### src/rtl/train_step_sequencer_pkg.sv
// rtl/train_step_sequencer_pkg.sv - shared state encoding and width defaults for the training-step sequencer
package train_step_sequencer_pkg;

    localparam int IDX_W_DEF  = 32;
    localparam int DATA_W_DEF = 48;
    localparam int CYC_W_DEF  = 32;

    typedef enum logic [2:0] {
        ST_IDLE    = 3'd0,
        ST_LOC_RST = 3'd1,
        ST_RUN     = 3'd2,
        ST_UPDATE  = 3'd3,
        ST_DONE    = 3'd4
    } state_e;

endpackage

### src/rtl/train_step_sequencer_if.sv
// rtl/train_step_sequencer_if.sv - weight-storage update bus between sequencer and weight storage
interface train_step_sequencer_if
    import train_step_sequencer_pkg::*;
#(
    parameter int IDX_W  = IDX_W_DEF,
    parameter int DATA_W = DATA_W_DEF
);
    logic              is_update;
    logic [DATA_W-1:0] dc_dw;
    logic [IDX_W-1:0]  layer_index;
    logic [IDX_W-1:0]  row_index;

    modport master (output is_update, output dc_dw, output layer_index, output row_index);
    modport slave  (input  is_update, input  dc_dw, input  layer_index, input  row_index);
endinterface

### src/rtl/train_step_sequencer_layer_row_walker.sv
// rtl/train_step_sequencer_layer_row_walker.sv - layer-major nested layer/row location counter
module layer_row_walker
    import train_step_sequencer_pkg::*;
#(
    parameter int IDX_W = IDX_W_DEF
) (
    input  logic             clk,
    input  logic             rst_n,
    input  logic             load,
    input  logic             step,
    input  logic [IDX_W-1:0] layer_count,
    input  logic [IDX_W-1:0] row_count,
    output logic [IDX_W-1:0] layer_idx,
    output logic [IDX_W-1:0] row_idx,
    output logic             last
);

    logic row_last;
    logic layer_last;

    assign row_last   = (row_idx == row_count - IDX_W'(1));
    assign layer_last = (layer_idx == layer_count - IDX_W'(1));
    assign last       = row_last && layer_last;

    // load returns to the (0,0) origin; step advances row first, carrying into layer
    always_ff @(posedge clk or negedge rst_n) begin
        if (!rst_n) begin
            layer_idx <= '0;
            row_idx   <= '0;
        end else if (load) begin
            layer_idx <= '0;
            row_idx   <= '0;
        end else if (step) begin
            if (row_last) begin
                row_idx   <= '0;
                layer_idx <= layer_idx + IDX_W'(1);
            end else begin
                row_idx <= row_idx + IDX_W'(1);
            end
        end
    end

endmodule

### src/rtl/train_step_sequencer.sv
// rtl/train_step_sequencer.sv - sequences locator reset, controller run and the weight-update sweep
module train_step_sequencer
    import train_step_sequencer_pkg::*;
#(
    parameter int IDX_W  = IDX_W_DEF,
    parameter int DATA_W = DATA_W_DEF,
    parameter int CYC_W  = CYC_W_DEF
) (
    input  logic                     clk_clk,
    input  logic                     reset_reset_n,
    input  logic                     start,
    input  logic                     abort,
    input  logic [CYC_W-1:0]         cfg_run_cycles,
    input  logic [IDX_W-1:0]         cfg_layer_count,
    input  logic [IDX_W-1:0]         cfg_row_count,
    input  logic [DATA_W-1:0]        dc_dw_stream,
    output logic                     locator_reset,
    output logic                     controller_enable,
    train_step_sequencer_if.master   upd,
    output logic                     busy,
    output logic                     done
);

    state_e           state_q, state_d;
    logic [CYC_W-1:0] run_cycles_q;
    logic [CYC_W-1:0] run_cnt_q;
    logic [IDX_W-1:0] layer_count_q;
    logic [IDX_W-1:0] row_count_q;
    logic             have_sweep;
    logic             walk_load, walk_step, walk_last;
    logic [IDX_W-1:0] walk_layer, walk_row;
    logic             nxt_locator_reset, nxt_controller_enable, nxt_is_update, nxt_busy, nxt_done;

    assign have_sweep = (layer_count_q != '0) && (row_count_q != '0);

    always_comb begin
        state_d = state_q;
        unique case (state_q)
            ST_IDLE:    if (start) state_d = ST_LOC_RST;
            ST_LOC_RST: begin
                if (run_cycles_q != '0) state_d = ST_RUN;
                else if (have_sweep)    state_d = ST_UPDATE;
                else                    state_d = ST_DONE;
            end
            ST_RUN:     if (run_cnt_q == CYC_W'(1)) state_d = have_sweep ? ST_UPDATE : ST_DONE;
            ST_UPDATE:  if (walk_last) state_d = ST_DONE;
            ST_DONE:    state_d = ST_IDLE;
            default:    state_d = ST_IDLE;
        endcase
        if (abort) state_d = ST_IDLE;

        // outputs are decoded from the next state so the registered copies line up with state_q
        nxt_locator_reset     = (state_d == ST_LOC_RST);
        nxt_controller_enable = (state_d == ST_RUN);
        nxt_is_update         = (state_d == ST_UPDATE);
        nxt_busy              = (state_d != ST_IDLE);
        nxt_done              = (state_d == ST_DONE);
    end

    // the walker registers double as the index outputs, so they are held at 0 outside UPDATE
    assign walk_load = (state_d != ST_UPDATE);
    assign walk_step = (state_q == ST_UPDATE) && (state_d == ST_UPDATE);

    layer_row_walker #(.IDX_W(IDX_W)) u_walker (
        .clk         (clk_clk),
        .rst_n       (reset_reset_n),
        .load        (walk_load),
        .step        (walk_step),
        .layer_count (layer_count_q),
        .row_count   (row_count_q),
        .layer_idx   (walk_layer),
        .row_idx     (walk_row),
        .last        (walk_last)
    );

    assign upd.layer_index = walk_layer;
    assign upd.row_index   = walk_row;

    always_ff @(posedge clk_clk or negedge reset_reset_n) begin
        if (!reset_reset_n) begin
            state_q           <= ST_IDLE;
            run_cycles_q      <= '0;
            run_cnt_q         <= '0;
            layer_count_q     <= '0;
            row_count_q       <= '0;
            locator_reset     <= 1'b0;
            controller_enable <= 1'b0;
            busy              <= 1'b0;
            done              <= 1'b0;
            upd.is_update     <= 1'b0;
            upd.dc_dw         <= '0;
        end else begin
            state_q           <= state_d;
            locator_reset     <= nxt_locator_reset;
            controller_enable <= nxt_controller_enable;
            busy              <= nxt_busy;
            done              <= nxt_done;
            upd.is_update     <= nxt_is_update;
            upd.dc_dw         <= nxt_is_update ? dc_dw_stream : '0;

            if (state_q == ST_IDLE && state_d == ST_LOC_RST) begin
                run_cycles_q  <= cfg_run_cycles;
                layer_count_q <= cfg_layer_count;
                row_count_q   <= cfg_row_count;
            end

            if (state_d != ST_RUN)         run_cnt_q <= '0;
            else if (state_q != ST_RUN)    run_cnt_q <= run_cycles_q;
            else                           run_cnt_q <= run_cnt_q - CYC_W'(1);
        end
    end

endmodule

### src/flat_wrapper.sv
// flat-port wrapper written by rule: the top's interface ports become plain ports
module train_step_sequencer_flat import train_step_sequencer_pkg::*;
#(
    parameter int IDX_W  = IDX_W_DEF,
    parameter int DATA_W = DATA_W_DEF,
    parameter int CYC_W  = CYC_W_DEF
)
  (clk_clk, reset_reset_n, start, abort, cfg_run_cycles, cfg_layer_count, cfg_row_count, dc_dw_stream, locator_reset, controller_enable, busy, done, upd_is_update, upd_dc_dw, upd_layer_index, upd_row_index);
  train_step_sequencer_if #(.IDX_W(IDX_W), .DATA_W(DATA_W)) upd_i ();
  input  logic clk_clk;
  input  logic reset_reset_n;
  input  logic start;
  input  logic abort;
  input  logic [CYC_W-1:0] cfg_run_cycles;
  input  logic [IDX_W-1:0] cfg_layer_count;
  input  logic [IDX_W-1:0] cfg_row_count;
  input  logic [DATA_W-1:0] dc_dw_stream;
  output logic locator_reset;
  output logic controller_enable;
  output logic busy;
  output logic done;
  output wire logic [$bits(upd_i.is_update)-1:0] upd_is_update;
  output wire logic [$bits(upd_i.dc_dw)-1:0] upd_dc_dw;
  output wire logic [$bits(upd_i.layer_index)-1:0] upd_layer_index;
  output wire logic [$bits(upd_i.row_index)-1:0] upd_row_index;
  assign upd_is_update = upd_i.is_update;
  assign upd_dc_dw = upd_i.dc_dw;
  assign upd_layer_index = upd_i.layer_index;
  assign upd_row_index = upd_i.row_index;
  train_step_sequencer #(.IDX_W(IDX_W), .DATA_W(DATA_W), .CYC_W(CYC_W)) u_core (.clk_clk(clk_clk), .reset_reset_n(reset_reset_n), .start(start), .abort(abort), .cfg_run_cycles(cfg_run_cycles), .cfg_layer_count(cfg_layer_count), .cfg_row_count(cfg_row_count), .dc_dw_stream(dc_dw_stream), .locator_reset(locator_reset), .controller_enable(controller_enable), .upd(upd_i), .busy(busy), .done(done));
endmodule
### config.mk
export PLATFORM = sky130hd
export DESIGN_NAME = train_step_sequencer_flat
export DESIGN_NICKNAME = d
export VERILOG_FILES = /design/src/rtl/train_step_sequencer_pkg.sv /design/src/rtl/train_step_sequencer_if.sv /design/src/rtl/train_step_sequencer_layer_row_walker.sv /design/src/rtl/train_step_sequencer.sv /design/src/flat_wrapper.sv
export SDC_FILE = /design/constraint.sdc
export NUM_CORES = 1
export LEC_CHECK = 0
export ABC_AREA = 1
export BUFFER_PORTS_ARGS = -buffer_cell sky130_fd_sc_hd__buf_2
export CELL_PAD_IN_SITES_DETAIL_PLACEMENT = 1
export CELL_PAD_IN_SITES_GLOBAL_PLACEMENT = 1
export CORE_MARGIN = 10
export CORE_UTILIZATION = 40
export DETAILED_ROUTE_END_ITERATION = 10
export MAX_ROUTING_LAYER = met4
export PLACE_DENSITY = 0.88
export SKIP_CTS_REPAIR_TIMING = 1
export SYNTH_ARGS = -nofsm -noshare
export SYNTH_HDL_FRONTEND = slang
export SYNTH_SLANG_ARGS = --single-unit
### constraint.sdc
create_clock -name clk_clk -period 5.71 [get_ports clk_clk]
set_input_delay 0.2855 -clock clk_clk [delete_from_list [all_inputs] [get_ports clk_clk]]
set_output_delay 0.2855 -clock clk_clk [all_outputs]
set_load 0.02 [all_outputs]
# After elaboration in Yosys (flattened, before gate mapping)
# Cells that the tools add are included.
# W data, S select, Z words.
[classes]
addsub = 5
n_mux = 16
n_reduce_logical = 12
n_eq_ne = 13
[ops]
columns = ["op", "n"]
rows = [
  ["$mux W32", 8],
  ["$reduce_bool A32 Y1", 3],
  ["$sub A32 B1 Y32 const B", 3],
  ["$add A32 B1 Y32 const B", 2],
  ["$eq A32 B32 Y1", 2],
  ["$mux W48", 1],
  ["$eq A32 B1 Y1 const B", 1],
  ["$mux W3", 6],
  ["$eq A3 B2 Y1 const B", 4],
  ["$pmux W3 S4", 1],
  ["$ne A3 B2 Y1 const B", 3],
  ["$eq A3 B1 Y1 const B", 2],
  ["$logic_and A1 B1 Y1", 4],
  ["$reduce_bool A2 Y1", 2],
  ["$eq A3 B3 Y1 const B", 1],
  ["$logic_not A3 Y1", 1],
  ["$reduce_bool A3 Y1", 1],
  ["$reduce_and A2 Y1", 1],
]
[word_totals]
word_cells = 59
out_inout_bits = 117
regBits = 248

# Longest topological paths before layout
[depth]
ltp_word = 10
mapped_depth = 23
depth_no_buf = 21

# Hierarchy
# Synthesis repeated with hierarchy kept, for this count alone.
[hier_totals]
cells_unflattened = 2083
hier_area_um2 = 14905.5
[by_module_without_submodules]
columns = ["mod", "cells_per_inst", "area_each_um2", "instances"]
rows = [
  ["train_step_sequencer", 1032, 8401.8, 1],
  ["layer_row_walker", 1051, 6503.7, 1],
]

# Least setup slack after synthesis
# No wires, ideal clock.
[synth_path]
path_kind = "register to register"
startpoint = "reg u_core.layer_count_q[0]"
endpoint = "reg u_core.u_walker.layer_idx[0]"
required_ns = 5.586
setup_slack_ns = 3.070
path_buffers = 2
arrival_ns = 2.516
path_stages_with_launch = 22
period_less_slack_ns = 2.640
cell_sequence = "dfrtp_1 -> inv_1 -> ha_1 -> nand2_1 -> nor2_2 -> nand2_1 -> nor2_2 -> nand3_1 -> nand2_1 -> inv_1 -> nor2_1 -> nand2_1 -> nor2_1 -> nand3_2 -> nand2_1 -> nand2_1 -> nand2_2 -> nor2_4 -> buf_4 -> buf_2 -> nand4_1 -> nand2_1"
[synth_via]
elab_chain_len = 10
elab_cells_between_ends = 18
classes_between = "1 x add/sub; 3 x eq/ne; 7 x mux; 7 x reduce/logical"
[synth_rtl]
columns = ["element", "line_no", "rtl"]
rows = [
  ["from (decl)", "train_step_sequencer.sv:27", "logic [IDX_W-1:0] layer_count_q;"],
  ["from (signal assigned)", "train_step_sequencer.sv:103", "layer_count_q <= cfg_layer_count;"],
  ["$sub A32 B1 Y32 / $reduce_bool A32 Y1 (equally long branches)", "train_step_sequencer_layer_row_walker.sv:22, train_step_sequencer.sv:34", ""],
  ["$eq A32 B32 Y1 / $logic_and A1 B1 Y1 (equally long branches)", "train_step_sequencer_layer_row_walker.sv:22, train_step_sequencer.sv:34", ""],
  ["$logic_and A1 B1 Y1 / $mux W3 (equally long branches)", "train_step_sequencer_layer_row_walker.sv:23, train_step_sequencer.sv:42, train_step_sequencer.sv:45", ""],
  ["$mux W3 (on tied branches)", "train_step_sequencer.sv:46, train_step_sequencer.sv:41, train_step_sequencer.sv:45", ""],
  ["$pmux W3 S4 (*)", "train_step_sequencer.sv:38", "unique case (state_q)"],
  ["$mux W3 (*)", "train_step_sequencer.sv:50", "if (abort) state_d = ST_IDLE;"],
  ["$eq A3 B2 Y1", "train_step_sequencer.sv:62", "assign walk_step = (state_q == ST_UPDATE) && (state_d == ST_UPDATE);"],
  ["$logic_and A1 B1 Y1", "train_step_sequencer.sv:62", ""],
  ["$reduce_bool A2 Y1 (no source line)", "--", ""],
  ["$reduce_and A2 Y1 (no source line)", "--", ""],
  ["to (signal assigned)", "train_step_sequencer_layer_row_walker.sv:36", "layer_idx <= layer_idx + IDX_W'(1);"],
  ["to (decl)", "train_step_sequencer_layer_row_walker.sv:13", "output logic [IDX_W-1:0] layer_idx,"],
]
# Every way passes the cells marked *; elsewhere a longest branch is shown, timed or not.
# A chain may end at the register's enable or synchronous reset.

# Worst setup path in the final report
[layout_path]
startpoint = "reg u_core.row_count_q[6]"
endpoint = "reg u_core.layer_count_q[5]"
[layout_via]
elab_chain_len = 8
elab_cells_between_ends = 13
classes_between = "1 x add/sub; 2 x eq/ne; 6 x mux; 4 x reduce/logical"
[layout_rtl]
columns = ["element", "line_no", "rtl"]
rows = [
  ["from (decl)", "train_step_sequencer.sv:28", "logic [IDX_W-1:0] row_count_q;"],
  ["from (signal assigned)", "train_step_sequencer.sv:104", "row_count_q <= cfg_row_count;"],
  ["$sub A32 B1 Y32 / $reduce_bool A32 Y1 (equally long branches)", "train_step_sequencer_layer_row_walker.sv:21, train_step_sequencer.sv:34", ""],
  ["$eq A32 B32 Y1 / $logic_and A1 B1 Y1 (equally long branches)", "train_step_sequencer_layer_row_walker.sv:21, train_step_sequencer.sv:34", ""],
  ["$logic_and A1 B1 Y1 / $mux W3 (equally long branches)", "train_step_sequencer_layer_row_walker.sv:23, train_step_sequencer.sv:42, train_step_sequencer.sv:45", ""],
  ["$mux W3 (on tied branches)", "train_step_sequencer.sv:46, train_step_sequencer.sv:41, train_step_sequencer.sv:45", ""],
  ["$pmux W3 S4 (*)", "train_step_sequencer.sv:38", ""],
  ["$mux W3 (*)", "train_step_sequencer.sv:50", ""],
  ["$eq A3 B1 Y1 (*)", "train_step_sequencer.sv:101", "if (state_q == ST_IDLE && state_d == ST_LOC_RST) begin"],
  ["$logic_and A1 B1 Y1 (*)", "train_step_sequencer.sv:101", ""],
]
# Marked as above.

==> results.sh <==
export IMPL_holdCritPathClass="primary input to flip-flop"
export IMPL_drtPass1Iterations=5
export IMPL_switching_power_uw=2850
export IMPL_postRouteAntennaNets=0
export IMPL_switching_share_pct=40.5
export IMPL_viasPerCell=5.34
export IMPL_seqPwrFrac_pct=36.6
export IMPL_crit_arrival_ns=4.88
export IMPL_busiest_layer="met2"
export IMPL_fmax_ghz=0.229
export IMPL_antenna_found_initial=5
export IMPL_min_period_ns=4.38
export IMPL_dieHeight_um=212
export IMPL_crit_type="flip-flop to flip-flop"
export IMPL_ys_ff_latch=248
export IMPL_synthCells=2035
export IMPL_fin_crit_sh_pct=76.6
export IMPL_io_buffers=264
export IMPL_ys_types=46
export IMPL_met1_usage_pct=30.4
export IMPL_place_gp_congestion=0.974
export IMPL_async_flop_share_pct=100
export IMPL_yosysSeqAreaShare_pct=42.2
export IMPL_rsz0062_at_grt="no"
export IMPL_htreeDepth=1
export IMPL_slew_headroom_pct=15.3
export IMPL_cts_root_buf="clkbuf_16"
export IMPL_grt_usage_pct=24.4
export IMPL_routedWlPerCell_um=20.8
export IMPL_ff2ff_setup_slack_ns=1.33
export IMPL_grt_overflow_total=0
export IMPL_clkLatencyLatePin_ns=0.58
export IMPL_cts_buffers=29
export IMPL_status="complete, no violations"
export IMPL_clock_skew_ns=0.0174
export IMPL_setup_worst_path_end_class="flip-flop"
export IMPL_max_cap_violations=0
export IMPL_die_w_um=212
export IMPL_cts_sinks=248
export IMPL_drive_above_1_share_pct=14.6
export IMPL_grt_max_degree=162
export IMPL_synth_edff_count=0
export IMPL_combPwrFrac_pct=35.4
export IMPL_crit_fanout=97
export IMPL_cts_tree="yes"
export IMPL_peakVddDrop_uv=199
export IMPL_total_power_uw=7030
export IMPL_p_leak_uw=0.00987
export IMPL_drc=0
export IMPL_die_area_um2=44900
export IMPL_clkTransAtPathRegs_ns=0.06
export IMPL_final_common_cell="nand2_1"
export IMPL_final_nets=2559
export IMPL_holdWs_ns=0.137
export IMPL_synth_flop_cell="dfrtp_1"
export IMPL_globalRouteMet2Util_pct=40.2
export IMPL_core_area_um2=36400
export IMPL_clockBufferDepth=3
export IMPL_initialDrtViolationCount=991
export IMPL_startpoint_type="flip-flop"
export IMPL_pwr_share_clk_pct=27.9
export IMPL_synth_cell_area_um2=14700
export IMPL_via_count=15475
export IMPL_p_int_uw=4180
export IMPL_dp_hpwl_um=39800
export IMPL_tightest_slew_ns=1.27
export IMPL_maxSlewViolCount=0
export IMPL_fill_cells=4602
export IMPL_setup_viol=0
export IMPL_grt_met3_usage_pct=4.19
export IMPL_final_hold_violation_count=0
export IMPL_fin_tns_setup_ns=0
export IMPL_layout_common_cells="659 x nand2_1, 277 x nor2_1, 263 x buf_2"
export IMPL_routed_wl_um=60400
export IMPL_multi_input_area_um2=7330
export IMPL_ios=265
export IMPL_grt_pass1_vias=15760
export IMPL_grt_pass1_wl_um=86000
export IMPL_start_util_pct=40.4
export IMPL_p_per_area_nw_per_um2=374
export IMPL_syn_nets=2189
export IMPL_required_ns=6.22
export IMPL_seqCellArea_um2=6210
export IMPL_rows=70
export IMPL_yosysWarnings=0
export IMPL_syn_to_final_growth_pct=27.7
export IMPL_avgSynthCellArea_um2=7.23
[cell usage after synthesis, types with 2 or more instances]
library cell    n  area (um^2)
nand3_1        85          425
or4_1           4         30.0
o211ai_1       36          270
nor4_1         30          188
nor2_2          6         37.5
clkinv_1        3         11.3
nor3b_1         3         22.5
o21bai_1        6         45.0
nor3_1         35          175
nand4_1        83          519
buf_4           7         52.6
dfrtp_1       248         6210
inv_1         207          777
or2_2           9         56.3
buf_2          27          135
clkbuf_1       39          146
buf_6           5         56.3
o22ai_1         5         31.3
or2_1           2         12.5
inv_2           2         7.51
o31ai_1         3         22.5
xnor2_1        48          420
o221ai_1        2         17.5
nand3b_1        7         52.6
o21ai_1        15         75.1
nand2_1       659         2470
nor2_4          4         45.0
xor2_1        100          876
nand2_2         5         31.3
nor2_1        277         1040
o21ai_0        24          120
ha_1            6         75.1
buf_1           2         7.51
a21oi_1        28          140
nand3_2         2         20.0
[power groups by stage]
stage | Sequential, uW | Combinational [uW] | Clock (uW)
floorplan | 2450 | 1710 | 0
global placement | 2550 | 2250 | 0
detailed placement | 2560 | 2330 | 0
CTS | 2550 | 2360 | 1990
finish | 2580 | 2490 | 1960
global route | 2620 | 2810 | 2060
[worst paths after layout]
check / from / endpoint / depth (start not counted)
min in group asynchronous: reset_reset_n / u_core.row_count_q[23] / 2
worst min-delay path: abort / u_core.state_q[2] / 4
max in group asynchronous: reset_reset_n / u_core.u_walker.layer_idx[2] / 3
worst min register to register: u_core.row_count_q[0] / u_core.row_count_q[0] / 2
worst max-delay path: u_core.row_count_q[6] / u_core.layer_count_q[5] / 17
worst max register to register: u_core.row_count_q[6] / u_core.layer_count_q[5] / 17
[metal layers]
metal	wire [um]	up-vias
li1	-	7194
met1	25100	7710
met2	30300	469
met3	3280	102
met4	1750	0
met5	0	-
[flip-flops by register name, indices dropped and copies added (netlist names)]
signal                     flops
u_core.row_count_q            32
u_core.run_cycles_q           32
u_core.state_q                 3
u_core.done                    1
u_core.upd.dc_dw              48
u_core.layer_count_q          32
u_core.run_cnt_q              32
u_core.u_walker.layer_idx     32
u_core.u_walker.row_idx       32
u_core.controller_enable       1
u_core.busy                    1
u_core.upd.is_update           1
u_core.locator_reset           1
[cell type report]
cell class,instances,share of cell area (%)
inverter,213,4.27
clock buffer,45,4.66
timing repair buffer,419,15.3
clock inverter,7,0.599
antenna,5,0.0666
sequential,248,33.0
tap,468,3.12
multi-input combinational,1494,39.0
[critical path, stage by stage, from the launching register on]
cell and delay, ns:
dfrtp_1 0.45, nor2_1 0.22, nand2_1 0.16, nor2_4 0.27
nand2_2 0.17, o21ai_1 0.31, nand3_1 0.11, nor2_1 0.15
nand3_1 0.10, nor2_1 0.28, nand3_2 0.17, nand2_1 0.09
nand2_1 0.07, nand2_2 0.15, nand2_4 0.35, inv_4 0.87
nand2_1 0.23, nand2_1 0.14
[logic make-up after synthesis]
kind of cell | count (synthesis) | synth area share [%]
adder cells (fa/ha/maj) | 6 | 0.510
XOR/XNOR | 148 | 8.81
buffers and inverters | 293 | 8.15
flip-flops | 248 | 42.2
AND/OR/NAND/NOR | 1217 | 35.2
AO/OA/AOI/OAI | 123 | 5.18
[per-stage QoR]
stage	setup WS (ns)	instances	area [um^2]	utilization [%]
final	1.33	2899	18800	51.6
after global routing	0.959	2899	18800	51.6
after CTS	1.40	2749	17300	47.6
after detailed placement	1.47	2697	16300	44.9
after global placement	1.67	2697	16300	44.9
after floorplan	3.07	2035	14700	-
Note: power is estimated with default switching activity, not from simulation.
